**config.mk**
```make
export PLATFORM = sky130hd
export DESIGN_NAME = y86_alu_flat
export DESIGN_NICKNAME = d
export VERILOG_FILES = /design/src/rtl/y86_alu_if.sv /design/src/rtl/y86_alu.sv /design/src/flat_wrapper.sv
export SDC_FILE = /design/constraint.sdc
export NUM_CORES = 1
export LEC_CHECK = 0
export CORE_UTILIZATION = 35
export CTS_BUF_LIST = sky130_fd_sc_hd__clkbuf_4 sky130_fd_sc_hd__clkbuf_8 sky130_fd_sc_hd__clkbuf_16
export CTS_CLUSTER_DIAMETER = 60
export DETAILED_ROUTE_END_ITERATION = 16
export GPL_TIMING_DRIVEN = 0
export PLACE_DENSITY = 0.56
export SLEW_MARGIN = 10
export SYNTH_ARGS = -nofsm -noshare
export SYNTH_HDL_FRONTEND = slang
export SYNTH_SLANG_ARGS = --single-unit
```
**constraint.sdc**
```tcl
create_clock -name clk -period 3.9 [get_ports clk]
set_input_delay 0.78 -clock clk [delete_from_list [all_inputs] [get_ports clk]]
set_output_delay 0.78 -clock clk [all_outputs]
set_load 0.05 [all_outputs]
```
**src/rtl/y86_alu_if.sv**
```systemverilog
// y86_alu_if: operand/result bundle between the execute-stage operand select
// logic (master) and the Y86-64 ALU (slave).
//   control  : 2-bit op select (00 add, 01 sub, 10 and, 11 xor), master -> slave
//   a, b     : signed operands, master -> slave
//   set_cc   : load the condition codes from the current result, master -> slave
//   c        : combinational result, slave -> master
//   overflow : combinational signed overflow, slave -> master
//   zf/sf/of : registered condition codes, slave -> master
interface y86_alu_if #(
    parameter int WIDTH = 64
);
    logic [1:0]       control;
    logic [WIDTH-1:0] a;
    logic [WIDTH-1:0] b;
    logic             set_cc;
    logic [WIDTH-1:0] c;
    logic             overflow;
    logic             zf;
    logic             sf;
    logic             of;

    modport master (
        output control, a, b, set_cc,
        input  c, overflow, zf, sf, of
    );

    modport slave (
        input  control, a, b, set_cc,
        output c, overflow, zf, sf, of
    );
endinterface

```
**src/rtl/y86_alu.sv**
```systemverilog
// y86_alu: 64-bit integer ALU for the Y86-64 execute stage.
//   clk    : rising-edge clock, used only by the condition-code register
//   rst_n  : asynchronous active-low reset, clears zf/sf/of
//   alu    : y86_alu_if slave port
//            control/a/b -> c/overflow combinationally (wrap modulo 2^WIDTH)
//            set_cc=1 loads zf/sf/of from the current result on the next clk rise
module y86_alu #(
    parameter int WIDTH = 64
) (
    input logic      clk,
    input logic      rst_n,
    y86_alu_if.slave alu
);
    localparam int MSB = WIDTH - 1;

    typedef enum logic [1:0] {
        OP_ADD = 2'b00,
        OP_SUB = 2'b01,
        OP_AND = 2'b10,
        OP_XOR = 2'b11
    } alu_op_e;

    logic [WIDTH-1:0] res;
    logic             ovf;
    logic             zf_q, sf_q, of_q;
    logic             zf_d, sf_d, of_d;

    // Result and signed overflow. Overflow is detected from sign bits only:
    // add overflows when like-signed operands give a differently signed
    // result; sub overflows when unlike-signed operands give a result whose
    // sign differs from the minuend.
    always_comb begin
        res = '0;
        ovf = 1'b0;
        case (alu_op_e'(alu.control))
            OP_ADD: begin
                res = alu.a + alu.b;
                ovf = (alu.a[MSB] == alu.b[MSB]) && (res[MSB] != alu.a[MSB]);
            end
            OP_SUB: begin
                res = alu.a - alu.b;
                ovf = (alu.a[MSB] != alu.b[MSB]) && (res[MSB] != alu.a[MSB]);
            end
            OP_AND: res = alu.a & alu.b;
            OP_XOR: res = alu.a ^ alu.b;
            default: begin
                res = '0;
                ovf = 1'b0;
            end
        endcase
    end

    // Condition-code next state: capture on set_cc, otherwise hold.
    always_comb begin
        zf_d = zf_q;
        sf_d = sf_q;
        of_d = of_q;
        if (alu.set_cc) begin
            zf_d = (res == '0);
            sf_d = res[MSB];
            of_d = ovf;
        end
    end

    always_ff @(posedge clk or negedge rst_n) begin
        if (!rst_n) begin
            zf_q <= 1'b0;
            sf_q <= 1'b0;
            of_q <= 1'b0;
        end else begin
            zf_q <= zf_d;
            sf_q <= sf_d;
            of_q <= of_d;
        end
    end

    assign alu.c        = res;
    assign alu.overflow = ovf;
    assign alu.zf       = zf_q;
    assign alu.sf       = sf_q;
    assign alu.of       = of_q;
endmodule

```
**src/flat_wrapper.sv**
```systemverilog
// flat-port wrapper written by rule: the top's interface ports become plain ports
module y86_alu_flat 
#(
    parameter int WIDTH = 64
)
  (clk, rst_n, alu_control, alu_a, alu_b, alu_set_cc, alu_c, alu_overflow, alu_zf, alu_sf, alu_of);
  y86_alu_if #(.WIDTH(WIDTH)) alu_i ();
  input logic clk;
  input logic rst_n;
  input wire logic [$bits(alu_i.control)-1:0] alu_control;
  input wire logic [$bits(alu_i.a)-1:0] alu_a;
  input wire logic [$bits(alu_i.b)-1:0] alu_b;
  input wire logic [$bits(alu_i.set_cc)-1:0] alu_set_cc;
  output wire logic [$bits(alu_i.c)-1:0] alu_c;
  output wire logic [$bits(alu_i.overflow)-1:0] alu_overflow;
  output wire logic [$bits(alu_i.zf)-1:0] alu_zf;
  output wire logic [$bits(alu_i.sf)-1:0] alu_sf;
  output wire logic [$bits(alu_i.of)-1:0] alu_of;
  assign alu_i.control = alu_control;
  assign alu_i.a = alu_a;
  assign alu_i.b = alu_b;
  assign alu_i.set_cc = alu_set_cc;
  assign alu_c = alu_i.c;
  assign alu_overflow = alu_i.overflow;
  assign alu_zf = alu_i.zf;
  assign alu_sf = alu_i.sf;
  assign alu_of = alu_i.of;
  y86_alu #(.WIDTH(WIDTH)) u_core (.clk(clk), .rst_n(rst_n), .alu(alu_i));
endmodule
```
# Word-level counts from Yosys, hierarchy flattened

Index checks and enable logic that the tools add are counted.

Memories kept: 0
Logic and storage cells: 20
Bits of input ports: 133
Latch bits: 0
Memory bits (read-only): 0
Register bits: 3
Output and inout port bits: 68
RAM bits: 0

Order comparisons: 0
Div/mod/pow operators: 0
$add $sub $neg: 2
Mux-type cells: 2
Bitwise operators: 2
Shifts and indexed selects: 0
Reductions and logical operators: 4
Multipliers: 0
Equal/unequal tests: 7

Operator list:

| operator                                            | number |
|---|---|
| case mux 64 bit (4 select lines)                    | 1 |
| adder 64 bit                                        | 1 |
| AND 64 bit                                          | 1 |
| zero test 64 bit                                    | 1 |
| subtractor 64 bit                                   | 1 |
| XOR 64 bit                                          | 1 |
| equality test 2 bit, second input constant          | 2 |
| != test 1 bit                                       | 3 |
| equality test 2 x 1 -> 1 bit, second input constant | 1 |
| logical AND 1 bit                                   | 2 |
| zero test 2 bit                                     | 1 |
| case mux 1 bit (2 select lines)                     | 1 |
| equality test 1 bit                                 | 1 |

# Logic depth before layout (Yosys ltp)

Depth in word-level cells: 4
Depth in mapped cells: 17
Gate-level depth less buffers: 16

# Worst setup path before layout

OpenSTA, ideal clock, no wires.

Path type: in2out
Start: input alu_a[0]
End: output alu_c[36]
Required time: 3120 ps
Stages on the path: 10
Setup slack: -1366 ps
Path buffers: 0
Arrival time: 4486 ps
Cells stage by stage: inv_1 ha_1 fa_1 nand3b_1 a21o_1 a211oi_2 o21ai_1 a21boi_2 o211ai_1 o311ai_0

Word-level cells in the longest chain between the ends: 2
Elaborated cells on any way between the ends: 3
Those cells by class: add/sub (2); mux (1)

RTL lines:

| element                                           | RTL line                     | RTL |
|---|---|---|
| start: declaration                                | flat_wrapper.sv:11           | `input wire logic [$bits(alu_i.a)-1:0] alu_a;` |
| subtractor 64 bit or adder 64 bit (tied branches) | y86_alu.sv:41, y86_alu.sv:37 |  |
| case mux 64 bit (4 select lines) *                | y86_alu.sv:35                | `case (alu_op_e'(alu.control))` |
| end: declaration                                  | flat_wrapper.sv:14           | `output wire logic [$bits(alu_i.c)-1:0] alu_c;` |

Mark *: on every way between the ends. The rest lies on a longest branch, timed or not.

# Final worst setup path

Start: input alu_b[1]
End: output alu_c[61]

Word-level cells in the longest chain between the ends: 2
Elaborated cells on any way between the ends: 3
Those cells by class: add/sub (2); mux (1)

RTL lines:

| element                                           | RTL line                     | RTL |
|---|---|---|
| start: declaration                                | flat_wrapper.sv:12           | `input wire logic [$bits(alu_i.b)-1:0] alu_b;` |
| subtractor 64 bit or adder 64 bit (tied branches) | y86_alu.sv:41, y86_alu.sv:37 |  |
| case mux 64 bit (4 select lines) *                | y86_alu.sv:35                |  |

Marks and branches as above.

==> results.txt <==
final instance area: 21700 um2
RSZ-0062 raised after global routing: yes
final instance count without filler cells: 2663
Vert. Die Dim: 179 um
sw power: 2.76 mW
CP max stage cell: a2111o_1
number of antenna violations at the first check in global routing: 2
Tot GR Track Use: 44.1%
Setup CP Type: in2out
CTS tree: yes
CP Data Required Time: 3.12 ns
final setup fails: 55
Clock Sinks: 3
worst-path cell chain: buf_8 -> inv_6 -> ha_4 -> nand2b_4 -> a211o_4 -> a2111o_1 -> and2_4 -> o41ai_4 -> a21bo_2 -> a31o_4 -> a221oi_4 -> mux2_4 -> a221oi_4 -> buf_6
count leader, synth: nor2_1
reg2reg start: u_core.alu.sf
Crit path arrival time: 4.21 ns
clk buf depth: 2
Synth cell types: 115
Core Area: 30700 um2
reg2reg end: u_core.alu.sf
largest family of logic cells by synthesized area: compound AO/OA/AOI/OAI gates
Pint: 2.13 mW
number of hold violations in the final report: 0
HPWL after DPL: 51.6 mm
worst slew pin tran: 0.851 ns
# DRC: 0
Placer Congestion: 1.04
Ys Warns: 0
WHS Path Cells: 2
post-synthesis compound-gate area fraction: 41.0%
Hold EP: u_core.alu.zf
Period minus WS final: 4.99 ns
Pwr Total: 4.89 mW
FF+latch count, synth: 3
area post-placement: 14400 um2
share of power burned in registers: 0.8%
sequential area share after synthesis: 0.685%
fill count: 2340
final slew viol count: 0
Syn Area/Cell: 6.39 um2
Root Buffer: clkbuf_16
number of max-cap violations: 0
crit start category: primary input
Worst slew margin: 43.1%
Diodes inserted: 0
syn nets: 1977
nets: 2531
Syn Inst Count: 1714
Top Ports: 201
I/O Buffers: 200
Vias/cell: 6.72
Most used DFF post-synth: dfrtp_1
reg2reg path depth: 1
Most common cell on crit path: a221oi_4
Avg WL per Cell: 28.2 um
vias in the first global route: 16.9k
Synth Area in Adders: 15.0%
clock buffer count from CTS: 3
failing checks: setup timing
first drt pass iteration count: 6
Power Dens Cells: 225 nW/um2
num rows: 64
GRT Residual Overflow: 0
final worst setup slack: -1.09 ns
Syn-to-layout area delta: 98.1%
post-route ant nets: 0
pre-CTS WS: -3.07 ns
largest net degree at the start of global routing: 11
worst skew pair latency: 0.22 ns
P_leak: 8.62 nW
Gate power share: 95.7%
Achievable Freq: 0.200 GHz
first-pass GRT wire length: 106 mm
DR vias: 17.9k
Reg clk slew, reported paths: 0.03 ns
Sw Share: 56.4%
XOR/XNOR share of the synthesized area: 1.12%
EDFF count, synth: 0
leading area contributor after synthesis: ha_1
top cell type's share of synthesized area: 14.6%
synth cell count leaders: nor2_1 (174), a21oi_1 (172), nand2_1 (152), ha_1 (128), inv_1 (126)
ys async rst share: 100%
starting density of the core: 35.7%
Largest stage delay, worst path: 0.47 ns
hold_sp: u_core.alu.zf
post-synthesis simple-gate area fraction: 29.8%
share of layout cells above drive strength 1: 53.3%
Fin Clk Skew: 0 ns
mux share of post-synthesis cell area: 3.36%
most area-consuming cells after synthesis: ha_1 (15%), a21oi_1 (7.9%), nor2_1 (6.0%)
CP max FO: 3
outcome: finished with violations
fin crit share: 128%
Clock power frac: 3.5%
setup total negative slack: -29.37 ns
mapped cell area: 11000 um2
H-tree Lvls: 1
setup slack, reg-to-reg: 3.12 ns
die width: 179 um
DP Cell Count: 2310
worst vdd ir: 211 uV
Starting DRT DRC Count: 2271
Setup crit end kind: output pin
total wire length: 75.1 mm
Hold Crit Class: reg2reg
die area: 32000 um2
==> area by class of cell <==
class | count | area, um2 | area share, %
buffer | 101 | 1130 | 5.20
multi-input combinational | 1467 | 14200 | 65.6
inverter | 132 | 581 | 2.67
tap | 396 | 495 | 2.28
clock buffer | 4 | 82.6 | 0.380
sequential | 3 | 75.1 | 0.346
timing repair buffer | 560 | 5100 | 23.5
==> stage by stage <==
stage,hold slack (ns),util [%]
floorplan,0.484,-
global placement,0.491,46.8
detailed placement,0.511,46.8
CTS,0.521,66.3
global route,0.539,70.8
finish,0.521,70.8
==> worst max-delay path: cells and delay by family <==
family	cells	cell delay, ns
AOI/OAI and AO/OA	7	2.18
buffers and inverters	3	0.34
muxes	1	0.32
and+or+nand+nor	2	0.29
adders and majority gates	1	0.27
==> flip-flops by register name (all words and copies together) (netlist names) <==
name,cells
u_core.alu.zf,1
u_core.alu.sf,1
u_core.alu.of,1
==> repair_timing <==
action | in CTS | in global routing
endpoints found under the hold margin | 0 | 0
hold buffers | 0 | 0
resized for setup | 1596 | 241
gates cloned | 2 | 0
buffers inserted | 292 | 80
setup endpoints to repair | 67 | 63
pin swaps | 282 | 144
==> worst max path at each step <==
stage                              start   endpoint  depth (start not counted)
after CTS                       alu_b[1]  alu_c[61]                         14
after global placement    alu_control[1]  alu_c[61]                         10
after detailed placement  alu_control[1]  alu_c[61]                         10
after floorplan                 alu_b[4]  alu_c[61]                         13
after global routing            alu_b[1]  alu_c[61]                         14
final                           alu_b[1]  alu_c[61]                         14
==> power groups by stage <==
stage / registers [mW] / clock network, mW / logic (mW)
floorplan: 0.0488 / 0 / 1.97
global placement: 0.0364 / 0 / 3.00
detailed placement: 0.0371 / 0 / 3.00
CTS: 0.0368 / 0.171 / 4.16
global route: 0.0374 / 0.176 / 4.82
finish: 0.0371 / 0.173 / 4.68
==> cell families (layout without fill, tap and decap cells) <==
logic type	Yosys count	count (layout)
simple gates	647	647
compound gates	641	641
buf+inv	244	797
flops	3	3
xor+xnor	14	14
fa+ha+maj	130	130
mux	35	35
==> placed cells by master, fill, tap and decap left out, types with 15 or more instances in the layout <==
cell and n:
a21o_1 20, a21oi_1 92, a21oi_2 37, a21oi_4 50, buf_2 37, buf_4 283
buf_6 145, buf_8 53, clkbuf_2 16, clkbuf_4 20, clkdlybuf4s50_1 34, dlygate4sd2_1 21
ha_1 62, ha_4 54, inv_1 65, inv_2 43, inv_4 15, mux2i_1 18
nand2_1 125, nand2_2 16, nand2b_1 16, nand3_1 32, nand4_1 37, nor2_1 145
nor2_4 18, nor2b_1 21, nor3_1 38, nor4_4 29, o211ai_1 29, o21ai_0 60
o21ai_1 18, o21ai_2 24, o21ai_4 15, o21bai_1 17, o31ai_4 16
==> per-layer routing <==
metal	part of all wire, %	up-vias	global-route usage [%]	wire (um)
met4	7.5	0	28.5	5630
met1	39	8507	57.1	29100
li1	-	7595	-	-
met3	12	403	9.03	8850
met2	42	1401	66.0	31600
met5	0	-	0	0
No activity file was read; power rests on OpenSTA's default activity.
